--- src/rtl/hpdcache_pkg.sv ---
// Minimal slice of the HPDcache package: only the cache-line address type
// consumed by the stride prefetch engine.
package hpdcache_pkg;

  localparam int unsigned HPDCACHE_NLINE_WIDTH = 26;

  typedef logic [HPDCACHE_NLINE_WIDTH-1:0] hpdcache_nline_t;

endpackage

--- src/rtl/hwpf_stride_pkg.sv ---
// Shared types and helpers for the stride prefetcher (snooper + engine).
package hwpf_stride_pkg;

  import hpdcache_pkg::*;

  localparam int unsigned HWPF_NBLOCKS_WIDTH = 4;
  localparam int unsigned HWPF_STRIDE_WIDTH  = 16;

  typedef enum logic {
    IDLE  = 1'b0,
    ISSUE = 1'b1
  } hwpf_stride_state_e;

  typedef struct packed {
    logic                          en;
    logic [HWPF_STRIDE_WIDTH-1:0]  stride;
    logic [HWPF_NBLOCKS_WIDTH-1:0] nblocks;
  } hwpf_stride_cfg_t;

  // Line addresses wrap modulo the line-address width; the stride is zero-extended.
  function automatic hpdcache_nline_t nline_add(input hpdcache_nline_t a,
                                                input logic [HWPF_STRIDE_WIDTH-1:0] s);
    return a + hpdcache_nline_t'(s);
  endfunction

endpackage

--- src/rtl/hwpf_stride_engine.sv ---
// Stride prefetch request generator: on each snooper match it issues a burst of
// line requests at base+k*stride, then slides the base forward by one stride.
module hwpf_stride_engine
  import hpdcache_pkg::*;
  import hwpf_stride_pkg::*;
#(
  parameter int unsigned NBLOCKS_WIDTH = HWPF_NBLOCKS_WIDTH,
  parameter int unsigned STRIDE_WIDTH  = HWPF_STRIDE_WIDTH
) (
  input  logic                     clk_i,
  input  logic                     rst_ni,
  input  logic                     cfg_en_i,
  input  logic                     cfg_base_set_i,
  input  hpdcache_nline_t          cfg_base_nline_i,
  input  logic [STRIDE_WIDTH-1:0]  cfg_stride_i,
  input  logic [NBLOCKS_WIDTH-1:0] cfg_nblocks_i,
  input  logic                     snoop_match_i,
  output logic                     snooper_en_o,
  output hpdcache_nline_t          base_nline_o,
  output logic                     req_valid_o,
  input  logic                     req_ready_i,
  output hpdcache_nline_t          req_nline_o,
  output logic                     busy_o
);

  hwpf_stride_state_e       state_q, state_d;
  hpdcache_nline_t          base_q, base_d;
  hpdcache_nline_t          next_q, next_d;
  logic [NBLOCKS_WIDTH-1:0] cnt_q, cnt_d;
  logic [STRIDE_WIDTH-1:0]  stride_q, stride_d;
  logic                     abort_q, abort_d;
  hwpf_stride_cfg_t         cfg_s;

  assign cfg_s = '{en: cfg_en_i, stride: cfg_stride_i, nblocks: cfg_nblocks_i};

  // The snooper only runs while idle; the reset term keeps it quiet while held in reset.
  assign snooper_en_o = cfg_s.en & rst_ni & (state_q == IDLE);
  assign base_nline_o = base_q;
  assign req_valid_o  = (state_q == ISSUE);
  assign busy_o       = (state_q == ISSUE);
  assign req_nline_o  = next_q;

  // Next-state logic: trigger handling in IDLE, handshake bookkeeping in ISSUE.
  always_comb begin
    state_d  = state_q;
    base_d   = base_q;
    next_d   = next_q;
    cnt_d    = cnt_q;
    stride_d = stride_q;
    abort_d  = abort_q;
    case (state_q)
      IDLE: begin
        if (cfg_base_set_i) begin
          base_d = cfg_base_nline_i;
        end else if (cfg_s.en && snoop_match_i) begin
          if (cfg_s.nblocks == '0) begin
            base_d = nline_add(base_q, cfg_s.stride);
          end else begin
            cnt_d    = cfg_s.nblocks;
            next_d   = nline_add(base_q, cfg_s.stride);
            stride_d = cfg_s.stride;
            abort_d  = 1'b0;
            state_d  = ISSUE;
          end
        end else begin
          state_d = IDLE;
        end
      end
      ISSUE: begin
        // A disable seen at any point of the burst ends it after the pending handshake.
        abort_d = abort_q | ~cfg_en_i;
        if (req_ready_i) begin
          cnt_d  = cnt_q - NBLOCKS_WIDTH'(1);
          next_d = nline_add(next_q, stride_q);
          if (abort_d) begin
            state_d = IDLE;
          end else if (cnt_q == NBLOCKS_WIDTH'(1)) begin
            base_d  = nline_add(base_q, stride_q);
            state_d = IDLE;
          end else begin
            state_d = ISSUE;
          end
        end else begin
          state_d = ISSUE;
        end
      end
      default: begin
        state_d = IDLE;
      end
    endcase
  end

  // State and datapath registers.
  always_ff @(posedge clk_i or negedge rst_ni) begin
    if (!rst_ni) begin
      state_q  <= IDLE;
      base_q   <= '0;
      next_q   <= '0;
      cnt_q    <= '0;
      stride_q <= '0;
      abort_q  <= 1'b0;
    end else begin
      state_q  <= state_d;
      base_q   <= base_d;
      next_q   <= next_d;
      cnt_q    <= cnt_d;
      stride_q <= stride_d;
      abort_q  <= abort_d;
    end
  end

endmodule
--- config.mk ---
export PLATFORM = sky130hd
export DESIGN_NAME = hwpf_stride_engine
export DESIGN_NICKNAME = d
export VERILOG_FILES = /design/src/rtl/hpdcache_pkg.sv /design/src/rtl/hwpf_stride_pkg.sv /design/src/rtl/hwpf_stride_engine.sv
export SDC_FILE = /design/constraint.sdc
export NUM_CORES = 1
export LEC_CHECK = 0
export BUFFER_PORTS_ARGS = -buffer_cell sky130_fd_sc_hd__buf_2
export CAP_MARGIN = 25
export CORE_ASPECT_RATIO = 0.9
export CORE_MARGIN = 1.5
export CORE_UTILIZATION = 40
export DETAILED_ROUTE_END_ITERATION = 16
export GPL_TIMING_DRIVEN = 0
export PLACE_DENSITY_LB_ADDON = 0.3
export SLEW_MARGIN = 20
export SYNTH_ARGS = -nofsm -noshare
export SYNTH_HDL_FRONTEND = slang
export SYNTH_SLANG_ARGS = --single-unit
--- constraint.sdc ---
create_clock -name clk_i -period 4.76 [get_ports clk_i]
set_input_delay 0.952 -clock clk_i [delete_from_list [all_inputs] [get_ports clk_i]]
set_output_delay 0.952 -clock clk_i [all_outputs]
set_load 0.02 [all_outputs]
# After elaboration in Yosys (flattened, before gate mapping)

Index checks and enable logic that the tools add are counted.

Register bits after elaboration: 74
Input bits: 52
Output and inout port bits: 55
Word-level logic and storage cells: 60

Add/subtract/negate cells: 4
Equality and inequality tests: 9
Mux-type cells: 28
Bitwise operators: 7
Reduce and logical (&&, ||, !) cells: 6

Operator list:

| cell                                                                   | number |
|---|---|
| 26-bit two-way mux                                                     | 10 |
| 26-bit case mux with 2 select lines                                    | 2 |
| 26-bit by 16-bit adder with 26-bit output                              | 3 |
| 4-bit two-way mux                                                      | 4 |
| 1-bit two-way mux                                                      | 9 |
| 2-bit != test (second input constant)                                  | 4 |
| 4-bit case mux with 2 select lines                                     | 1 |
| 4-bit AND reduction                                                    | 2 |
| 3-bit by 2-bit != test with 1-bit output (second input constant)       | 2 |
| 5-bit AND reduction                                                    | 1 |
| 4-bit by 1-bit equality test with 1-bit output (second input constant) | 1 |
| 4-bit zero test                                                        | 1 |
| 2-bit by 1-bit != test with 1-bit output (second input constant)       | 2 |
| 1-bit inverter                                                         | 4 |
| 1-bit case mux with 2 select lines                                     | 2 |
| 4-bit by 1-bit subtractor with 4-bit output (second input constant)    | 1 |
| 3-bit AND reduction                                                    | 1 |
| 1-bit AND                                                              | 2 |
| 1-bit logical AND                                                      | 1 |
| 1-bit OR                                                               | 1 |

# Logic depth before layout (Yosys ltp)

Word-level depth: 5
Gate-level depth with buffers: 10

# Worst setup path before layout

OpenSTA, ideal clock, no wires.

Path type: in2reg
From: input port cfg_stride_i[0]
To: register base_q[22] (netlist: base_nline_o[22])
Setup time: 0.070 ns
Arrival: 3.264 ns
Setup slack: 1.427 ns
Stages on the path: 10
Path buffers: 0
Cell sequence: ha_1 > fa_1 > a211oi_2 > o21ai_1 > a2111oi_4 > o31ai_4 > and2b_1 > o311a_1 > a2bb2oi_1 > nand3_1

Cells in the longest elaborated chain, start to end: 5

RTL lines:

| element                                   | RTL line                  | source |
|---|---|---|
| start, declared                           | hwpf_stride_engine.sv:15  | `input logic [STRIDE_WIDTH-1:0] cfg_stride_i,` |
| 26-bit by 16-bit adder with 26-bit output | hwpf_stride_pkg.sv:23     | `return a + hpdcache_nline_t'(s);` |
| 26-bit two-way mux                        | hwpf_stride_engine.sv:56  | `if (cfg_s.nblocks == '0) begin` |
| 26-bit two-way mux                        | hwpf_stride_engine.sv:55  | `end else if (cfg_s.en && snoop_match_i) begin` |
| 26-bit two-way mux                        | hwpf_stride_engine.sv:53  | `if (cfg_base_set_i) begin` |
| 26-bit case mux with 2 select lines       | hwpf_stride_engine.sv:51  | `case (state_q)` |
| end signal, assigned                      | hwpf_stride_engine.sv:104 | `base_q <= base_d;` |
| end, declared                             | hwpf_stride_engine.sv:27  | `hpdcache_nline_t base_q, base_d;` |

Every way passes these cells. The select of a mux whose other input is x is not followed.
A chain may end at the register's enable or synchronous reset.

# Worst setup path after layout

From: input port cfg_stride_i[0]
To: register base_q[18] (netlist: base_nline_o[18])

The elaborated chain is that of the path after synthesis.

==> reports/qor.yml <==
outcome: "finished, final reports clean"
grt_pass1_vias: 5620
fin_crit_sh_pct: 74.5
async_flop_share_pct: 100
postCtsHoldBufs: 0
start_util_pct: 40.8
fp-row-count: 43
synth_mux_area_share_pct: 4.90
antenna_found_initial: 0
p_per_area_mw_per_mm2: 846
synth-adder-area-share_pct: 10.9
drc: 0
num_vias: 6278
layout_common_cells: "nand2_1 (109), buf_2 (109), a21oi_1 (78), dfrtp_1 (74), nor2_1 (71)"
dieArea_mm2: 0.0164
slew_viol_final: 0
viasPerCell: 5.79
netlist_instances: 760
clock-skew-final_ns: 0.00942
worst_pin_slew_ns: 0.824
crit_top_cell: "nand3_1"
slew_headroom_pct: 45.1
synth_cell_types: 72
clock-sinks: 74
peakVddDrop_uv: 297
drt_iter0_markers: 696
io_buffers: 106
cts_setup_buffers: 0
period_needed_ns: 3.55
postSynthAreaPerCell_um2: 8.24
routedWlPerCell_um: 18.6
syn_area_mm2: 0.00626
worstPathArrival_ns: 3.75
synthXorXnorAreaFrac_pct: 7.97
synth-seq-cells: 74
drv_cap: 0
clock_latency_ns: 0.35
rsz0062_at_grt: "false"
numCtsBuffers: 9
synthSimpleGateAreaFrac_pct: 18.4
post_cts_resized: 0
timing.rr.start: "base_nline_o[0]"
grt_use_total_pct: 25.2
fin_nets: 983
diodes: 0
yosysSeqAreaShare_pct: 29.6
cts.path.max_buffers: 2
fin_util_pct: 48.1
syn-num-nets: 865
synth_top_flop_cell: "dfrtp_1"
place_area_mm2: 0.00708
clock-root-buffer: "clkbuf_16"
path_class: "in -> reg"
cts.htree.levels: 3
fmax_mhz: 282
synth_warnings: 0
rrSetupSlack_ns: 1.51
drt-total-wl_um: 20200
drive_above_1_share_pct: 16.8
area_delta_synth_final_pct: 17.7
synth_compound_area_share_pct: 25.2
grt_max_degree: 49
min_path_type: "reg -> reg"
critPathLaunchType: "input pin"
cp.required_ns: 4.97
final_hold_viol_count: 0
hp-start: "abort_q"
crit_path_top_delay_cell: "a2111oi_4"
synth_top_family_by_area: "compound AO/OA/AOI/OAI gates"
setup_viol: 0
crit_chain: "buf_2 > ha_1 > fa_1 > a211oi_2 > o21ai_1 > a2111oi_4 > o31ai_4 > nand3_1 > xnor2_1 > a222oi_1 > nand3_1"
synth_edf_count: 0
finalWeightedCongestion: 0.910
io_pins: 107
final_area_mm2: 0.00737
grt_pass1_wl_um: 31400
coreArea_mm2: 0.0153
cts_tree: "done"
fin_setup_tns_ns: 0
die_w_um: 135
power.leakage_nw: 3.35
dp_hpwl_um: 15700
die_h_um: 122
cts.clk_slew.worst_paths_ns: 0.06
first_pass_iters: 7
postRouteAntennaNets: 0
critPathLaunch: "cfg_stride_i[0]"
max_stage_delay_ns: 0.48
overflow: 0
critPathMaxFanout: 9
cp-end-kind: "flop"
## kinds of logic after synthesis
logic type      Yosys count
flops                    74
compound gates          242
simple gates            256
mux                      30
fa+ha+maj                53
buf+inv                  48
xor+xnor                 57
## through the flow
step | power, W | cells | setup WS (ns) | hold WS, ns
4_1_cts | 0.00617 | 1085 | 1.26 | 0.532
6_report | 0.00624 | 1085 | 1.21 | 0.534
5_1_grt | 0.00672 | 1085 | 1.07 | 0.560
2_1_floorplan | 0.00430 | 760 | 1.43 | 0.476
3_5_place_dp | 0.00544 | 1069 | 0.902 | 0.518
3_3_place_gp | 0.00540 | 1068 | 0.926 | 0.506
## state kept, by name, summed over array words and instances, names as in the netlist
name and flops:
stride_q 16, busy_o 1, req_nline_o 26, cnt_q 4, abort_q 1, base_nline_o 26
## cells in the mapped netlist (5+ instances only)
cell type    n  area, µm²
nor3_1       9       45.0
nand2_1    109        409
a21o_1      18        135
o21ai_0     51        255
clkbuf_1    25       93.8
inv_1       13       48.8
a31oi_1     11       68.8
mux2i_1     28        280
dfrtp_1     74       1850
ha_1        50        626
nand4_1      5       31.3
xnor2_1     40        350
a21oi_1     78        390
xor2_1      17        149
nor2_1      71        267
nor2b_1      5       31.3
nand3_1     21        105
a211oi_1    12       90.1
o211ai_1    14        105
o21bai_1     7       52.6
and3_1       7       43.8
o21ai_1      6       30.0
## power breakdown
part	switching [W]	total (W)	internal [W]
logic	0.00257	0.00422	0.00165
registers	0.000391	0.00132	0.000929
clock network	0.000290	0.000695	0.000405
total	0.00325	0.00624	0.00299
## per-layer routing
metal  share of wire (%)  wire length (µm)  track usage, %  up-vias
li1                    -                 -               -     3006
met1                  48              9730            38.5     2981
met2                  42              8470            36.3      262
met3                 7.9              1590            3.62       29
met4                 2.2               436            8.20        0
met5                   0                 0               0        -
## final timing paths
kind / end / cells after the start
setup / recovery: base_nline_o[18] / 11
hold / removal: abort_q / 2
setup reg to reg: base_nline_o[18] / 10
hold reg to reg: abort_q / 2
max in group asynchronous: cnt_q[1] / 2
min in group asynchronous: base_nline_o[2] / 1
## worst max-delay path: cells and delay by family
kind | cells | cell delay [ns]
compound gates | 5 | 1.55
xor+xnor | 1 | 0.15
fa+ha+maj | 2 | 0.69
buf+inv | 1 | 0.11
simple gates | 2 | 0.28
## layout make-up
type	count	area, µm²
Fill cell	1501	7960
Tap cell	202	253
Clock inverter	7	70.1
Clock buffer	9	225
Sequential cell	74	1850
Buffer	34	136
Timing Repair Buffer	107	561
Inverter	14	52.6
Multi-Input combinational cell	638	4220
Note: power is estimated with default switching activity, not from simulation.
